## src/rtl/dmem_vga_arbiter_if.sv

```systemverilog
// Bus bundle around the shared data-memory arbiter.
//   CPU side : cpu_we, cpu_re, cpu_addr, cpu_wd -> arbiter; cpu_rd, cpu_stall <- arbiter
//   VGA side : vga_start, vga_base, vga_len, vga_ready -> arbiter;
//              vga_data, vga_valid, vga_busy, vga_done <- arbiter
//   Memory   : mem_we, mem_addr, mem_wd <- arbiter; mem_rd -> arbiter (combinational read)
// Modports: slave = the arbiter's view, master = the surrounding system's view.
//
// VGA read handshake: vga_data is the FIFO head and is meaningful only while
// vga_valid=1; a word is consumed on every rising edge where vga_valid and
// vga_ready are both 1. vga_ready may be driven freely and a ready with no
// valid word has no effect.
interface dmem_vga_arbiter_if #(
  parameter int ADDR_W = 32,
  parameter int DATA_W = 32,
  parameter int LEN_W  = 16
);
  logic              cpu_we;
  logic              cpu_re;
  logic [ADDR_W-1:0] cpu_addr;
  logic [DATA_W-1:0] cpu_wd;
  logic [DATA_W-1:0] cpu_rd;
  logic              cpu_stall;

  logic              vga_start;
  logic [ADDR_W-1:0] vga_base;
  logic [LEN_W-1:0]  vga_len;
  logic [DATA_W-1:0] vga_data;
  logic              vga_valid;
  logic              vga_ready;
  logic              vga_busy;
  logic              vga_done;

  logic              mem_we;
  logic [ADDR_W-1:0] mem_addr;
  logic [DATA_W-1:0] mem_wd;
  logic [DATA_W-1:0] mem_rd;

  modport slave (
    input  cpu_we, cpu_re, cpu_addr, cpu_wd,
    input  vga_start, vga_base, vga_len, vga_ready,
    input  mem_rd,
    output cpu_rd, cpu_stall,
    output vga_data, vga_valid, vga_busy, vga_done,
    output mem_we, mem_addr, mem_wd
  );

  modport master (
    output cpu_we, cpu_re, cpu_addr, cpu_wd,
    output vga_start, vga_base, vga_len, vga_ready,
    output mem_rd,
    input  cpu_rd, cpu_stall,
    input  vga_data, vga_valid, vga_busy, vga_done,
    input  mem_we, mem_addr, mem_wd
  );
endinterface

```

## src/rtl/dmem_vga_arbiter.sv

```systemverilog
// Shares the single-port data memory between the pipeline MEMORY stage and a
// VGA pixel reader. The CPU has priority; VGA burst reads use idle slots and
// fill a small read FIFO. After MAX_CPU_RUN consecutive slots that the CPU won
// only by priority, one VGA slot is forced and the CPU is stalled for it.
// Ports:
//   clk      : system clock, all state on the rising edge
//   reset    : asynchronous, active-low reset
//   bus      : dmem_vga_arbiter_if.slave (CPU, VGA and memory signals)
//   dbgState : current burst FSM state (IDLE=0, BURST=1, DRAIN=2, DONE=3)
module dmem_vga_arbiter #(
  parameter int ADDR_W      = 32,
  parameter int DATA_W      = 32,
  parameter int LEN_W       = 16,
  parameter int FIFO_DEPTH  = 4,
  parameter int MAX_CPU_RUN = 8
) (
  input  logic                  clk,
  input  logic                  reset,
  dmem_vga_arbiter_if.slave     bus,
  output logic [1:0]            dbgState
);

  localparam int PTR_W = $clog2(FIFO_DEPTH);
  localparam int CNT_W = PTR_W + 1;
  localparam int RUN_W = $clog2(MAX_CPU_RUN + 1);

  localparam logic [1:0] IDLE  = 2'd0;
  localparam logic [1:0] BURST = 2'd1;
  localparam logic [1:0] DRAIN = 2'd2;
  localparam logic [1:0] DONE  = 2'd3;

  logic [1:0]        state;
  logic [ADDR_W-1:0] baseQ;
  logic [LEN_W-1:0]  lenQ;
  logic [LEN_W-1:0]  issued;
  logic [DATA_W-1:0] fifoMem [FIFO_DEPTH];
  logic [PTR_W-1:0]  wrPtr;
  logic [PTR_W-1:0]  rdPtr;
  logic [CNT_W-1:0]  count;
  logic [RUN_W-1:0]  run;

  logic cpuAct;
  logic fifoFull;
  logic fifoEmpty;
  logic forceVga;
  logic vgaCan;
  logic vgaSlot;
  logic push;
  logic pop;

  always_comb begin
    cpuAct    = bus.cpu_we | bus.cpu_re;
    fifoFull  = (count == CNT_W'(FIFO_DEPTH));
    fifoEmpty = (count == '0);
    forceVga  = (run == RUN_W'(MAX_CPU_RUN));
    // A VGA read could use this slot; fullness is judged before any pop this
    // cycle, so a full FIFO never accepts a word even while being popped.
    vgaCan    = (state == BURST) && (issued < lenQ) && !fifoFull;
    vgaSlot   = vgaCan && (!cpuAct || forceVga);
    push      = vgaSlot;
    pop       = !fifoEmpty && bus.vga_ready;
  end

  always_comb begin
    bus.cpu_stall = cpuAct && vgaSlot;
    bus.cpu_rd    = bus.mem_rd;
    bus.mem_wd    = bus.cpu_wd;
    bus.mem_addr  = vgaSlot ? (baseQ + (ADDR_W'(issued) << 2)) : bus.cpu_addr;
    // Gated by reset so no CPU write leaks into memory while held in reset;
    // a write during a VGA-owned slot is simply dropped (the CPU is stalled).
    bus.mem_we    = reset && bus.cpu_we && !vgaSlot;
    bus.vga_data  = fifoMem[rdPtr];
    bus.vga_valid = !fifoEmpty;
    bus.vga_busy  = (state != IDLE);
    bus.vga_done  = (state == DONE);
    dbgState      = state;
  end

  // FIFO storage needs no reset: pointers and count define what is valid.
  always_ff @(posedge clk) begin
    if (push) begin
      fifoMem[wrPtr] <= bus.mem_rd;
    end
  end

  always_ff @(posedge clk or negedge reset) begin
    if (!reset) begin
      state  <= IDLE;
      baseQ  <= '0;
      lenQ   <= '0;
      issued <= '0;
      wrPtr  <= '0;
      rdPtr  <= '0;
      count  <= '0;
      run    <= '0;
    end else begin
      if (push) begin
        wrPtr  <= wrPtr + PTR_W'(1);
        issued <= issued + LEN_W'(1);
      end
      if (pop) begin
        rdPtr <= rdPtr + PTR_W'(1);
      end
      case ({push, pop})
        2'b10:   count <= count + CNT_W'(1);
        2'b01:   count <= count - CNT_W'(1);
        default: count <= count;
      endcase

      // The run counter only grows on slots the CPU took purely by priority.
      // A VGA slot taken while the CPU is active can only be a forced one.
      if (!cpuAct) begin
        run <= '0;
      end else if (state == BURST) begin
        if (vgaSlot) begin
          run <= '0;
        end else if (vgaCan) begin
          run <= run + RUN_W'(1);
        end
      end

      case (state)
        IDLE: begin
          if (bus.vga_start) begin
            state  <= BURST;
            baseQ  <= bus.vga_base;
            lenQ   <= bus.vga_len;
            issued <= '0;
          end
        end
        BURST: begin
          if (issued == lenQ) state <= DRAIN;
        end
        DRAIN: begin
          if (fifoEmpty) state <= DONE;
        end
        default: state <= IDLE;
      endcase
    end
  end

endmodule

```

## src/flat_wrapper.sv

```systemverilog
// flat-port wrapper written by rule: the top's interface ports become plain ports
module dmem_vga_arbiter_flat 
#(
  parameter int ADDR_W      = 32,
  parameter int DATA_W      = 32,
  parameter int LEN_W       = 16,
  parameter int FIFO_DEPTH  = 4,
  parameter int MAX_CPU_RUN = 8
)
  (clk, reset, dbgState, bus_cpu_we, bus_cpu_re, bus_cpu_addr, bus_cpu_wd, bus_vga_start, bus_vga_base, bus_vga_len, bus_vga_ready, bus_mem_rd, bus_cpu_rd, bus_cpu_stall, bus_vga_data, bus_vga_valid, bus_vga_busy, bus_vga_done, bus_mem_we, bus_mem_addr, bus_mem_wd);
  dmem_vga_arbiter_if #(.ADDR_W(ADDR_W), .DATA_W(DATA_W), .LEN_W(LEN_W)) bus_i ();
  input  logic clk;
  input  logic reset;
  output logic [1:0] dbgState;
  input wire logic [$bits(bus_i.cpu_we)-1:0] bus_cpu_we;
  input wire logic [$bits(bus_i.cpu_re)-1:0] bus_cpu_re;
  input wire logic [$bits(bus_i.cpu_addr)-1:0] bus_cpu_addr;
  input wire logic [$bits(bus_i.cpu_wd)-1:0] bus_cpu_wd;
  input wire logic [$bits(bus_i.vga_start)-1:0] bus_vga_start;
  input wire logic [$bits(bus_i.vga_base)-1:0] bus_vga_base;
  input wire logic [$bits(bus_i.vga_len)-1:0] bus_vga_len;
  input wire logic [$bits(bus_i.vga_ready)-1:0] bus_vga_ready;
  input wire logic [$bits(bus_i.mem_rd)-1:0] bus_mem_rd;
  output wire logic [$bits(bus_i.cpu_rd)-1:0] bus_cpu_rd;
  output wire logic [$bits(bus_i.cpu_stall)-1:0] bus_cpu_stall;
  output wire logic [$bits(bus_i.vga_data)-1:0] bus_vga_data;
  output wire logic [$bits(bus_i.vga_valid)-1:0] bus_vga_valid;
  output wire logic [$bits(bus_i.vga_busy)-1:0] bus_vga_busy;
  output wire logic [$bits(bus_i.vga_done)-1:0] bus_vga_done;
  output wire logic [$bits(bus_i.mem_we)-1:0] bus_mem_we;
  output wire logic [$bits(bus_i.mem_addr)-1:0] bus_mem_addr;
  output wire logic [$bits(bus_i.mem_wd)-1:0] bus_mem_wd;
  assign bus_i.cpu_we = bus_cpu_we;
  assign bus_i.cpu_re = bus_cpu_re;
  assign bus_i.cpu_addr = bus_cpu_addr;
  assign bus_i.cpu_wd = bus_cpu_wd;
  assign bus_i.vga_start = bus_vga_start;
  assign bus_i.vga_base = bus_vga_base;
  assign bus_i.vga_len = bus_vga_len;
  assign bus_i.vga_ready = bus_vga_ready;
  assign bus_i.mem_rd = bus_mem_rd;
  assign bus_cpu_rd = bus_i.cpu_rd;
  assign bus_cpu_stall = bus_i.cpu_stall;
  assign bus_vga_data = bus_i.vga_data;
  assign bus_vga_valid = bus_i.vga_valid;
  assign bus_vga_busy = bus_i.vga_busy;
  assign bus_vga_done = bus_i.vga_done;
  assign bus_mem_we = bus_i.mem_we;
  assign bus_mem_addr = bus_i.mem_addr;
  assign bus_mem_wd = bus_i.mem_wd;
  dmem_vga_arbiter #(.ADDR_W(ADDR_W), .DATA_W(DATA_W), .LEN_W(LEN_W), .FIFO_DEPTH(FIFO_DEPTH), .MAX_CPU_RUN(MAX_CPU_RUN)) u_core (.clk(clk), .reset(reset), .bus(bus_i), .dbgState(dbgState));
endmodule
```

## config.mk

```make
export PLATFORM = sky130hd
export DESIGN_NAME = dmem_vga_arbiter_flat
export DESIGN_NICKNAME = d
export VERILOG_FILES = /design/src/rtl/dmem_vga_arbiter_if.sv /design/src/rtl/dmem_vga_arbiter.sv /design/src/flat_wrapper.sv
export SDC_FILE = /design/constraint.sdc
export NUM_CORES = 1
export LEC_CHECK = 0
export BUFFER_PORTS_ARGS = -buffer_cell sky130_fd_sc_hd__buf_2
export CAP_MARGIN = 20
export CORE_UTILIZATION = 55
export DETAILED_ROUTE_END_ITERATION = 7
export PLACE_DENSITY = 0.91
export SLEW_MARGIN = 20
export SYNTH_ARGS = -nofsm -noshare
export SYNTH_HDL_FRONTEND = slang
export SYNTH_SLANG_ARGS = --single-unit
export TNS_END_PERCENT = 1
```

## constraint.sdc

```tcl
create_clock -name clk -period 9.4 [get_ports clk]
set_input_delay 0.94 -clock clk [delete_from_list [all_inputs] [get_ports clk]]
set_output_delay 0.94 -clock clk [all_outputs]
set_load 0.02 [all_outputs]
```

======== After elaboration in Yosys (flattened, before gate mapping) ========
Memory sizes are Yosys's and may differ from the RTL's.
Cells that the tools add are included.
storage, ports and cells
  memories ................................ 1
  logic and storage cells ................. 65
  bits in writable memories ............... 128
  register bits after elaboration ......... 77
  input port bits ......................... 150
  output and inout bits ................... 135
memories
  name            words  bits a word  read ports  clocked after memory_dff  wr ports  RTL line                text
  u_core.fifoMem  4      32           1           0                         1         dmem_vga_arbiter.sv:36  logic [DATA_W-1:0] fifoMem [FIFO_DEPTH];
operators by class
  equality and inequality tests ........... 13
  bitwise logic cells ..................... 1
  reductions and logical operators ........ 19
  mux-type cells .......................... 15
  add/subtract/negate cells ............... 7
  magnitude comparators ................... 1
operators by type and width
  operator                 number
  $mux W16                 3
  $add A32 B18 Y32         1
  $mux W32                 1
  $add A16 B1 Y16 const B  1
  $eq A16 B16 Y1           1
  $lt A16 B16 Y1           1
  $mux W4                  4
  $logic_and A1 B1 Y1      7
  $eq A2 B2 Y1 const B     3
  $mux W2                  3
  $ne A2 B2 Y1 const B     3
  $pmux W2 S3              1
  $pmux W3 S2              1
  $add A2 B1 Y2 const B    2
  $add A4 B1 Y4 const B    1
  $eq A2 B1 Y1 const B     2
  $eq A4 B4 Y1 const B     1
  $logic_not A1 Y1         4
  $reduce_and A2 Y1        2
  $reduce_bool A2 Y1       2
  $add A3 B1 Y3 const B    1
  $eq A3 B3 Y1 const B     1
  $logic_not A3 Y1         1
  $ne A3 B3 Y1 const B     1
  7 further kinds          8

======== Logic depth before layout (Yosys ltp) ========
Gate-level depths: netlist of the first run.
  word-level depth ........................ 7
  depth in mapped cells ................... 16
  mapped depth without buffers ............ 13

======== Worst setup path after synthesis of the first run ========
OpenSTA, ideal clock, no wires.
  kind .................................... register to output
  start ................................... reg u_core.issued[0]
  end ..................................... out bus_mem_addr[26]
  required time ........................... 8460 ps
  stages on the path, launching flop included .. 11
  slack ................................... 5922 ps
  data arrival time ....................... 2538 ps
  path buffers ............................ 0
  cell sequence ........................... dfrtp_1 ha_1 inv_1 fa_1 nand2b_1 a21oi_1 o21a_1 o21ai_4 or4_4 xor2_1 o21ai_2
between the ends
  longest elaborated chain between the ends .. 5
  elaborated cells on any way between the ends .. 6
  classes of those cells .................. add/sub (1); order compare (1); mux (1); reduce/logical (3)
RTL lines
  item                              RTL line                text
  from (decl)                       dmem_vga_arbiter.sv:35  logic [LEN_W-1:0] issued;
  from (signal assigned)            dmem_vga_arbiter.sv:99  issued <= issued + LEN_W'(1);
  $lt A16 B16 Y1                    dmem_vga_arbiter.sv:58  vgaCan = (state == BURST) && (issued < lenQ) && !fifoFull;
  $logic_and A1 B1 Y1 (2 in a row)  dmem_vga_arbiter.sv:58
  $logic_and A1 B1 Y1               dmem_vga_arbiter.sv:59  vgaSlot = vgaCan && (!cpuAct || forceVga);
  $mux W32 *                        dmem_vga_arbiter.sv:68  bus.mem_addr = vgaSlot ? (baseQ + (ADDR_W'(issued) << 2)) : bus.cpu_addr;
  to (decl)                         flat_wrapper.sv:31      output wire logic [$bits(bus_i.mem_addr)-1:0] bus_mem_addr;
Every way passes the cells marked *; elsewhere a longest branch is shown, timed or not.

======== Worst setup path after layout of the first run ========
  start ................................... reg u_core.issued[14]
  end ..................................... out bus_mem_addr[7]
between the ends
  longest elaborated chain between the ends .. 5
RTL lines
  item                              RTL line
  $lt A16 B16 Y1                    dmem_vga_arbiter.sv:58
  $logic_and A1 B1 Y1 (2 in a row)  dmem_vga_arbiter.sv:58
  $logic_and A1 B1 Y1               dmem_vga_arbiter.sv:59
  $mux W32                          dmem_vga_arbiter.sv:68
No other way between the ends.

==> impl_metrics.py, run 1 <==
metrics = {
    "pwr": {
        "p_leak_nw": 4.95,
        "internal_power_mw": 2.05,
        "p_clk_share_pct": 24.6,
        "p_sw_share_pct": 35.0,
        "ir_worst_vdd_uv": 176,
        "power_density_nw_per_um2": 270,
        "power_frac_seq_pct": 39.0,
        "p_comb_share_pct": 36.3,
        "p_sw_mw": 1.10,
    },
    "worst_setup_path": {
        "reg2reg_depth": 12,
        "cp.arrival_ps": 3900,
        "slowest_delay_ps": 860,
        "slowest_stage": "inv_2",
        "cp_data_required_time_ps": 8460,
        "end_kind": "output pin",
        "cp-start-kind": "flip-flop",
        "crit_type": "reg -> out",
        "path_max_fanout": 67,
        "path_cells": "ha_1 -> nand4_1 -> or3_1 -> a211o_1 -> and3_1 -> inv_2 -> nand2_1 -> o21ai_0 -> buf_2",
    },
    "cts": {
        "clk_latency_ps": 500,
        "post_cts_buffers": 0,
        "postCtsHoldBufs": 0,
        "root_buffer": "clkbuf_16",
        "cts_made_buffers": 22,
        "htreeDepth": 1,
        "path_clk_slew_ps": 60,
        "cts_sinks": 205,
        "cts_tree": "done",
        "cts_resized": 0,
        "clock_path_buffers": 3,
    },
    "timing": {
        "setup_viol": 0,
        "worst_slew_pin_slew_ps": 974,
        "maxSlewViolCount": 0,
        "finalClockSkew_ps": 7.40,
        "rsz0062_at_grt": "no",
        "maxSlewHeadroom_pct": 35.0,
        "min_period_over_period_pct": 51.5,
        "fin_crit_ps": 4840,
        "layout_setup_ws_ps": 4560,
        "finalSetupTns_ps": 0,
        "timing.fmax_mhz": 206,
        "finalHoldViolCount": 0,
        "finalHoldWorstSlack_ps": 391,
    },
    "synth": {
        "synth-edff-count": 128,
        "async_flop_share_pct": 37.6,
        "netlist-cell-type-count": 61,
        "synth.cell_area_um2": 10200,
        "synth.most_common_cell": "edfxtp_1",
        "synth_warnings": 0,
        "yosys.area.top_type_share_pct": 37.7,
        "syn_nets": 994,
        "seq_area_frac_synth_pct": 56.7,
        "syn_area_per_cell_um2": 12.8,
        "synth_seq_cells": 205,
        "synthFlopType": "edfxtp_1",
        "synth.top_cells.by_count": "128 x edfxtp_1, 85 x nand2_1, 77 x dfrtp_1",
        "syn_inst": 798,
        "synth_area_leaders": "edfxtp_1 38%, dfrtp_1 19%, mux4_2 7.1%",
        "synth_top_area_cell": "edfxtp_1",
    },
    "final_layout": {
        "syn_to_final_growth_pct": 14.6,
        "regArea_um2": 5770,
        "multi_input_area_um2": 3640,
        "antenna_cells": 0,
        "drive_gt1_share_pct": 34.5,
        "layout.nets": 1153,
        "utilization_pct": 64.5,
        "nFillCells": 1336,
    },
    "floorplanning": {
        "die_x_um": 138,
        "io_pins": 285,
        "core_um2": 18100,
        "start_util_pct": 56.3,
        "die_y_um": 138,
        "row_count": 49,
        "die-area_um2": 19100,
    },
    "placed_design": {
        "port_buffers": 220,
        "place_ws_ps": 4960,
        "gp_congestion": 0.835,
        "dp_hpwl_um": 14600,
    },
    "drt": {
        "drc": 42,
        "dr_total_vias": 6637,
        "vias_per_cell": 5.53,
        "first_pass_iters": 8,
        "ant_nets": 0,
        "drt_first_iter_violations": 486,
        "finalWirelength_um": 21200,
        "wl_per_cell_um": 17.7,
    },
    "status": {
        "outcome": "finished with violations",
        "violations": "DRC",
    },
    "grt": {
        "antenna_found_initial": 0,
        "grt_pass1_wl_um": 34300,
        "grt_max_degree": 84,
        "grt_pass1_vias": 6741,
        "grtUsageTotal_pct": 22.8,
        "grt_overflow": 0,
    },
    "run": {
        "cap_violations": 0,
    },
    "min_path": {
        "hold_path_class": "in -> async",
    },
}
## layer usage
metal	track usage [%]	part of all wire, %
met1	28.0	40
met2	41.4	52
met3	3.81	6.0
met4	6.62	2.3
met5	0	0
## final timing paths
| path | startpoint | endpoint | slack [ps] |
|---|---|---|---|
| worst max-delay path | u_core.issued[14]$_DFF_PN0_ | bus_mem_addr[7] | 4560 |
| worst max register to register | u_core.issued[14]$_DFF_PN0_ | u_core.count[2]$_DFFE_PN0P_ | 5200 |
| worst min-delay path | reset | u_core.baseQ[11]$_DFFE_PN0P_ | 390 |
| worst min register to register | u_core.rdPtr[1]$_DFFE_PN0P_ | u_core.rdPtr[1]$_DFFE_PN0P_ | 480 |
| min in group clk | u_core.rdPtr[1]$_DFFE_PN0P_ | u_core.rdPtr[1]$_DFFE_PN0P_ | 480 |
| max in group asynchronous | reset | u_core.rdPtr[0]$_DFFE_PN0P_ | 8000 |
## per-stage QoR
stage	power [mW]	area (um^2)	std cells
2_1_floorplan	2.09	10200	798
3_3_place_gp	2.34	11000	1162
3_5_place_dp	2.40	11000	1162
4_1_cts	3.18	11700	1200
5_1_grt	3.34	11700	1200
6_report	3.16	11700	1200
## state kept, by name, indices dropped and copies added (netlist names)
name / flops
u_core.baseQ: 32
u_core.issued: 16
u_core.run: 4
u_core.rdPtr: 2
u_core.wrPtr: 2
u_core.count: 3
u_core.lenQ: 16
u_core.dbgState: 2
u_core.fifoMem: 128
## cells in the final DEF, fill, tap and decap left out, types with 3 or more instances in the layout
| cell type | instances |
|---|---|
| a211oi_1 | 3 |
| a21o_1 | 5 |
| a21oi_1 | 25 |
| and2_1 | 5 |
| and3_1 | 7 |
| buf_2 | 219 |
| buf_4 | 9 |
| clkbuf_16 | 22 |
| clkinv_2 | 9 |
| dfrtp_1 | 76 |
| edfxtp_1 | 128 |
| ha_1 | 44 |
| inv_1 | 41 |
| mux2_2 | 29 |
| mux4_2 | 32 |
| nand2_1 | 85 |
| nand3_1 | 11 |
| nand4_1 | 11 |
| nor2_1 | 34 |
| nor2b_1 | 3 |
| nor3_1 | 9 |
| o21a_1 | 5 |
| o21ai_0 | 51 |
| o21ai_1 | 7 |
| o21bai_1 | 3 |
| or3_1 | 3 |
| xnor2_1 | 28 |
| xor2_1 | 21 |
## kinds of logic (layout without fill, tap and decap cells)
kind of cell | after synthesis | in the layout | share of synthesized area [%]
xor+xnor | 49 | 49 | 4.21
fa+ha+maj | 46 | 46 | 5.80
compound gates | 122 | 122 | 7.32
flops | 205 | 205 | 56.7
simple gates | 179 | 179 | 7.95
mux | 62 | 62 | 10.4
buf+inv | 135 | 308 | 7.69
## power groups by stage
stage          Combinational (mW)  Clock, mW  Sequential, mW
6_report                     1.15      0.777            1.23
5_1_grt                      1.26      0.829            1.25
4_1_cts                      1.16      0.793            1.23
3_5_place_dp                 1.15          0            1.25
3_3_place_gp                 1.11          0            1.24
2_1_floorplan               0.875          0            1.22
## critical path, delay by kind of cell (launching register included)
kind                       cells  cell delay, ps
AOI/OAI and AO/OA              2             380
DFF                            1             440
and+or+nand+nor                4            1180
adders and majority gates      1             320
buffers and inverters          2            1070
## area by class of cell
cell class / count / share of cell area (%)
well taps: 229 / 2.45
flip-flops and latches: 205 / 49.4
multi-input cells: 458 / 31.2
clock inverters: 12 / 0.589
repair buffers: 228 / 9.97
clock buffers: 26 / 5.02
inverters: 42 / 1.35
Power figures use the tool's default switching activity.
==> run 2, diff against run 1 <==
--- a/config.mk
+++ b/config.mk
@@ -7,9 +7,9 @@
 export LEC_CHECK = 0
 export BUFFER_PORTS_ARGS = -buffer_cell sky130_fd_sc_hd__buf_2
 export CAP_MARGIN = 20
-export CORE_UTILIZATION = 55
+export CORE_UTILIZATION = 48
 export DETAILED_ROUTE_END_ITERATION = 7
-export PLACE_DENSITY = 0.91
+export PLACE_DENSITY = 0.84
 export SLEW_MARGIN = 20
 export SYNTH_ARGS = -nofsm -noshare
 export SYNTH_HDL_FRONTEND = slang
==> constraint.sdc (replaced) <==
create_clock -name clk -period 4.1 [get_ports clk]
set_input_delay 0.41 -clock clk [delete_from_list [all_inputs] [get_ports clk]]
set_output_delay 0.41 -clock clk [all_outputs]
set_load 0.02 [all_outputs]
==> run 2 against run 1 <==
  * The run now ends clean
  * Core utilization decreased by 7.0 points
  * Wire length increased by 4.1%
  * Power increased by 130%
==> impl_metrics.py, run 2 (same netlist as run 1, synthesis figures left out) <==
metrics = {
    "floorplanning": {
        "start_util_pct": 49.7,
        "die-area_um2": 21800,
        "die_x_um": 148,
        "die_y_um": 148,
        "io_pins": 285,
        "row_count": 52,
        "core_um2": 20500,
    },
    "drt": {
        "vias_per_cell": 5.33,
        "ant_nets": 0,
        "finalWirelength_um": 22100,
        "wl_met3_um": 1370,
        "wl_met1_um": 9180,
        "wl_met2_um": 11100,
        "first_pass_iters": 5,
        "drc": 0,
        "wl_per_cell_um": 17.8,
        "dr_total_vias": 6616,
        "drt_first_iter_violations": 347,
        "maxUsedRoutingLayer": "met5",
    },
    "cts": {
        "htreeDepth": 1,
        "postCtsHoldBufs": 1,
        "clk_latency_ps": 510,
        "cts_resized": 0,
        "cts_sinks": 205,
        "clock_path_buffers": 3,
        "cts_tree": "done",
        "root_buffer": "clkbuf_16",
        "cts_made_buffers": 23,
        "path_clk_slew_ps": 60,
        "post_cts_buffers": 0,
    },
    "pwr": {
        "power_density_nw_per_um2": 629,
        "ir_worst_vdd_uv": 397,
        "p_leak_nw": 4.97,
    },
    "worst_setup_path": {
        "path_max_fanout": 7,
        "crit_type": "reg -> out",
        "cp_data_required_time_ps": 3690,
        "cp.arrival_ps": 3290,
        "end_kind": "output pin",
        "cp-start-kind": "flip-flop",
    },
    "timing": {
        "finalClockSkew_ps": 8.88,
        "maxSlewHeadroom_pct": 41.3,
        "finalSetupTns_ps": 0,
        "maxSlewViolCount": 0,
        "timing.fmax_mhz": 270,
        "setup_viol": 0,
        "rsz0062_at_grt": "no",
        "fin_crit_ps": 3700,
        "min_period_over_period_pct": 90.3,
        "finalHoldViolCount": 0,
        "finalHoldWorstSlack_ps": 105,
        "worst_slew_pin_slew_ps": 880,
    },
    "final_layout": {
        "finalNonFillerCells": 1242,
        "regMostFlops": "u_core.fifoMem",
        "antenna_cells": 0,
        "nFillCells": 1670,
        "final_cell_mix": "219 x buf_2, 128 x edfxtp_1, 85 x nand2_1",
        "layout.nets": 1153,
        "multi_input_area_um2": 3640,
        "drive_gt1_share_pct": 34.7,
        "final_cell_area_um2": 11800,
        "largest_reg_flops": 128,
        "regArea_um2": 5770,
        "layout_commonest_cell": "buf_2",
        "syn_to_final_growth_pct": 15.7,
        "reg_top3": "u_core.fifoMem (128), u_core.baseQ (32)",
    },
    "min_path": {
        "hold_path_class": "in -> reg",
    },
    "grt": {
        "grtUsageTotal_pct": 20.6,
        "antenna_found_initial": 1,
        "grt_max_degree": 84,
        "grt_pass1_vias": 6646,
        "grt_pass1_wl_um": 34900,
        "grt_overflow": 0,
    },
    "run": {
        "cap_violations": 0,
    },
    "placed_design": {
        "place_inst": 1201,
        "dp_hpwl_um": 15400,
        "gp_congestion": 0.986,
        "dpl_cell_area_um2": 11100,
        "port_buffers": 220,
    },
    "status": {
        "outcome": "finished clean",
    },
}
==> run 2: path summary, 6_finish.rpt <==
kind	cells after the start	end	slack (ps)	from
min in group asynchronous	2	u_core.baseQ[22]$_DFFE_PN0P_	420	reset
setup reg to reg	7	u_core.fifoMem[1][22]$_DFFE_PP_	1080	u_core.issued[13]$_DFF_PN0_
setup / recovery	11	bus_mem_addr[26]	400	u_core.issued[0]$_DFF_PN0_
hold reg to reg	1	u_core.count[2]$_DFFE_PN0P_	470	u_core.count[2]$_DFFE_PN0P_
hold / removal	3	u_core.lenQ[9]$_DFFE_PN0P_	100	bus_vga_len[9]
max in group asynchronous	3	u_core.rdPtr[0]$_DFFE_PN0P_	2760	reset
==> run 2: cell type report <==
type	count	area share, %
Sequential cell	205	49.0
Multi-Input combinational cell	458	30.9
Timing Repair Buffer	227	9.83
Clock buffer	31	5.31
Tap cell	270	2.87
Inverter	42	1.34
Clock inverter	9	0.754
==> run 2: report_power, final <==
| group | internal, mW | total (mW) | switching [mW] |
|---|---|---|---|
| registers | 2.58 | 2.87 | 0.290 |
| logic | 1.11 | 2.60 | 1.49 |
| clock network | 1.14 | 1.94 | 0.797 |
==> run 2: stage by stage <==
step / setup WS (ps) / total power, mW / utilization [%]
floorplan: 1010 / 4.80 / -
global placement: 987 / 5.45 / 54.0
detailed placement: 951 / 5.53 / 54.0
CTS: 394 / 7.48 / 57.5
global route: 157 / 7.85 / 57.5
finish: 399 / 7.41 / 57.5
==> run 2: routing by layer <==
metal	up-vias	global-route usage (%)
li1	3136	-
met1	3198	26.2
met2	244	36.3
met3	36	3.80
met4	2	5.52
met5	-	0
==> run 2: critical path: stages (launching register included) <==
cell and delay (ps):
dfrtp_1 430, ha_1 220, inv_1 60, fa_1 380, nand2b_1 170, a21oi_1 180
o21a_1 240, o21ai_4 120, or4_4 520, xor2_1 160, o21ai_2 110, buf_2 180
==> run 3, diff against run 2 <==
--- a/config.mk
+++ b/config.mk
@@ -5,11 +5,11 @@
 export SDC_FILE = /design/constraint.sdc
 export NUM_CORES = 1
 export LEC_CHECK = 0
-export BUFFER_PORTS_ARGS = -buffer_cell sky130_fd_sc_hd__buf_2
 export CAP_MARGIN = 20
-export CORE_UTILIZATION = 48
+export CORE_UTILIZATION = 55
 export DETAILED_ROUTE_END_ITERATION = 7
-export PLACE_DENSITY = 0.84
+export DONT_BUFFER_PORTS = 1
+export PLACE_DENSITY = 0.8
 export SLEW_MARGIN = 20
 export SYNTH_ARGS = -nofsm -noshare
 export SYNTH_HDL_FRONTEND = slang
==> run 3 against run 2 <==
  * Wire length shrank 2.3%
  * Highest routed layer is now met4
  * Clock power shrank 4%
  * The flow now finishes with violations (DRC)
  * Largest cell class unchanged
  * Critical path type unchanged
  * Clock-buffer cell count down 6
  * Sequential share of layout area grew 2.7 points
  * Cell count shrank 16%
==> impl_metrics.py, run 3 (same netlist as run 1, synthesis figures left out) <==
metrics = {
    "floorplanning": {
        "die_x_um": 138,
        "start_util_pct": 56.3,
        "io_pins": 285,
        "core_um2": 18100,
        "die_y_um": 138,
        "die-area_um2": 19100,
        "row_count": 49,
    },
    "grt": {
        "antenna_found_initial": 4,
        "grt_pass1_wl_um": 34300,
        "grt_max_degree": 78,
        "grtUsageTotal_pct": 23.0,
        "grt_pass1_vias": 6427,
        "grt_overflow": 0,
    },
    "cts": {
        "clk_latency_ps": 500,
        "cts_sinks": 205,
        "cts_tree": "done",
        "path_clk_slew_ps": 70,
        "htreeDepth": 1,
        "clock_path_buffers": 3,
        "cts_made_buffers": 21,
        "root_buffer": "clkbuf_16",
        "post_cts_buffers": 0,
    },
    "timing": {
        "min_period_over_period_pct": 92.7,
        "worst_slew_pin_slew_ps": 779,
        "rsz0062_at_grt": "no",
        "maxSlewViolCount": 0,
        "finalHoldWorstSlack_ps": 28.9,
        "fin_crit_ps": 3800,
        "maxSlewHeadroom_pct": 48.0,
        "timing.fmax_mhz": 263,
        "setup_viol": 0,
        "finalHoldViolCount": 0,
        "finalClockSkew_ps": 11.9,
        "finalSetupTns_ps": 0,
    },
    "pwr": {
        "power_density_nw_per_um2": 642,
        "ir_worst_vdd_uv": 555,
        "p_leak_nw": 4.36,
    },
    "placed_design": {
        "place_inst": 967,
        "gp_congestion": 0.852,
        "dpl_cell_area_um2": 10100,
        "port_buffers": 0,
        "dp_hpwl_um": 14500,
    },
    "final_layout": {
        "reg_top3": "u_core.fifoMem (128), u_core.baseQ (32)",
        "largest_reg_flops": 128,
        "drive_gt1_share_pct": 17.3,
        "regMostFlops": "u_core.fifoMem",
        "layout.nets": 991,
        "nFillCells": 1315,
        "final_cell_mix": "128 x edfxtp_1, 85 x nand2_1, 76 x dfrtp_1",
        "syn_to_final_growth_pct": 9.66,
        "utilization_pct": 61.8,
        "finalNonFillerCells": 1042,
        "final_cell_area_um2": 11200,
        "layout_commonest_cell": "edfxtp_1",
    },
    "worst_setup_path": {
        "path_buf_inv": 1,
        "cp-start-kind": "flip-flop",
        "slowest_stage": "or4_4",
        "slowest_delay_ps": 530,
        "cp_data_required_time_ps": 3690,
        "cp.arrival_ps": 3390,
        "end_kind": "output pin",
        "crit_family": "compound AO/OA/AOI/OAI gates",
        "crit_type": "reg -> out",
        "path_cells": "ha_1 -> inv_1 -> fa_1 -> nand2b_1 -> a21oi_1 -> o21a_1 -> o21ai_4 -> or4_4 -> xor2_1 -> o21ai_2",
        "path_max_fanout": 7,
    },
    "drt": {
        "drc": 38,
        "wl_per_cell_um": 20.7,
        "finalWirelength_um": 21600,
        "vias_per_cell": 5.87,
        "first_pass_iters": 8,
        "drt_first_iter_violations": 377,
        "ant_nets": 0,
        "dr_total_vias": 6119,
    },
    "status": {
        "outcome": "finished with violations",
        "violations": "DRC",
    },
    "run": {
        "cap_violations": 0,
    },
    "min_path": {
        "hold_path_class": "in -> reg",
    },
}
-- run 3: cell count changes in the layout (fill, tap and decap cells not counted), moves of 2 or more --
| cell | change |
|---|---|
| and2_1 | +4 |
| and2_2 | -4 |
| buf_2 | -219 |
| buf_4 | +24 |
| clkbuf_1 | -4 |
| clkbuf_8 | -2 |
| clkinv_2 | -2 |
| diode_2 | +5 |
| dlygate4sd3_1 | +32 |
| inv_6 | +2 |
-- run 3: cell type report --
type,instances,area (um^2),area share (%)
Sequential cell,205,5770,51.7
Antenna cell,5,12.5,0.112
Timing Repair Buffer,67,622,5.57
Tap cell,229,287,2.57
Clock inverter,11,96.3,0.863
Inverter,42,158,1.41
Clock buffer,25,583,5.22
Multi-Input combinational cell,458,3640,32.6
-- run 3: metal layers --
layer	up-vias	global-route usage, %	wire length (um)
li1	2804	-	-
met1	3048	28.7	8520
met5	-	0	0
met2	228	39.7	11200
met4	0	9.40	580
met3	39	4.47	1280
-- run 3: stage by stage --
step / power [mW] / setup slack, ps
after CTS: 7.21 / 172
after detailed placement: 5.26 / 737
after floorplan: 4.80 / 1010
final: 7.17 / 298
after global routing: 7.54 / 137
after global placement: 5.14 / 888
-- run 3: report_power, final --
part / internal [mW] / total (mW) / switching [mW]
Combinational: 0.994 / 2.37 / 1.37
Sequential: 2.58 / 2.93 / 0.355
Clock: 1.09 / 1.87 / 0.780
Total: 4.66 / 7.17 / 2.51
-- run 3: repair_timing --
item,4_1_cts,5_1_grt
endpoints found under the hold margin,205,0
hold buffers,34,0
endpoints found under the setup margin,0,5
gates resized for setup,0,1
-- run 3: worst paths after layout --
| kind | from | to | slack (ps) | depth (start not counted) |
|---|---|---|---|---|
| setup / recovery | u_core.issued[0]$_DFF_PN0_ | bus_mem_addr[26] | 300 | 10 |
| max in group asynchronous | reset | u_core.baseQ[8]$_DFFE_PN0P_ | 3290 | 2 |
| min in group asynchronous | reset | u_core.baseQ[20]$_DFFE_PN0P_ | 470 | 2 |
| hold / removal | bus_vga_base[30] | u_core.baseQ[30]$_DFFE_PN0P_ | 30 | 2 |
| setup reg to reg | u_core.issued[13]$_DFF_PN0_ | u_core.count[2]$_DFFE_PN0P_ | 800 | 13 |
| hold reg to reg | u_core.baseQ[0]$_DFFE_PN0P_ | u_core.baseQ[0]$_DFFE_PN0P_ | 510 | 1 |
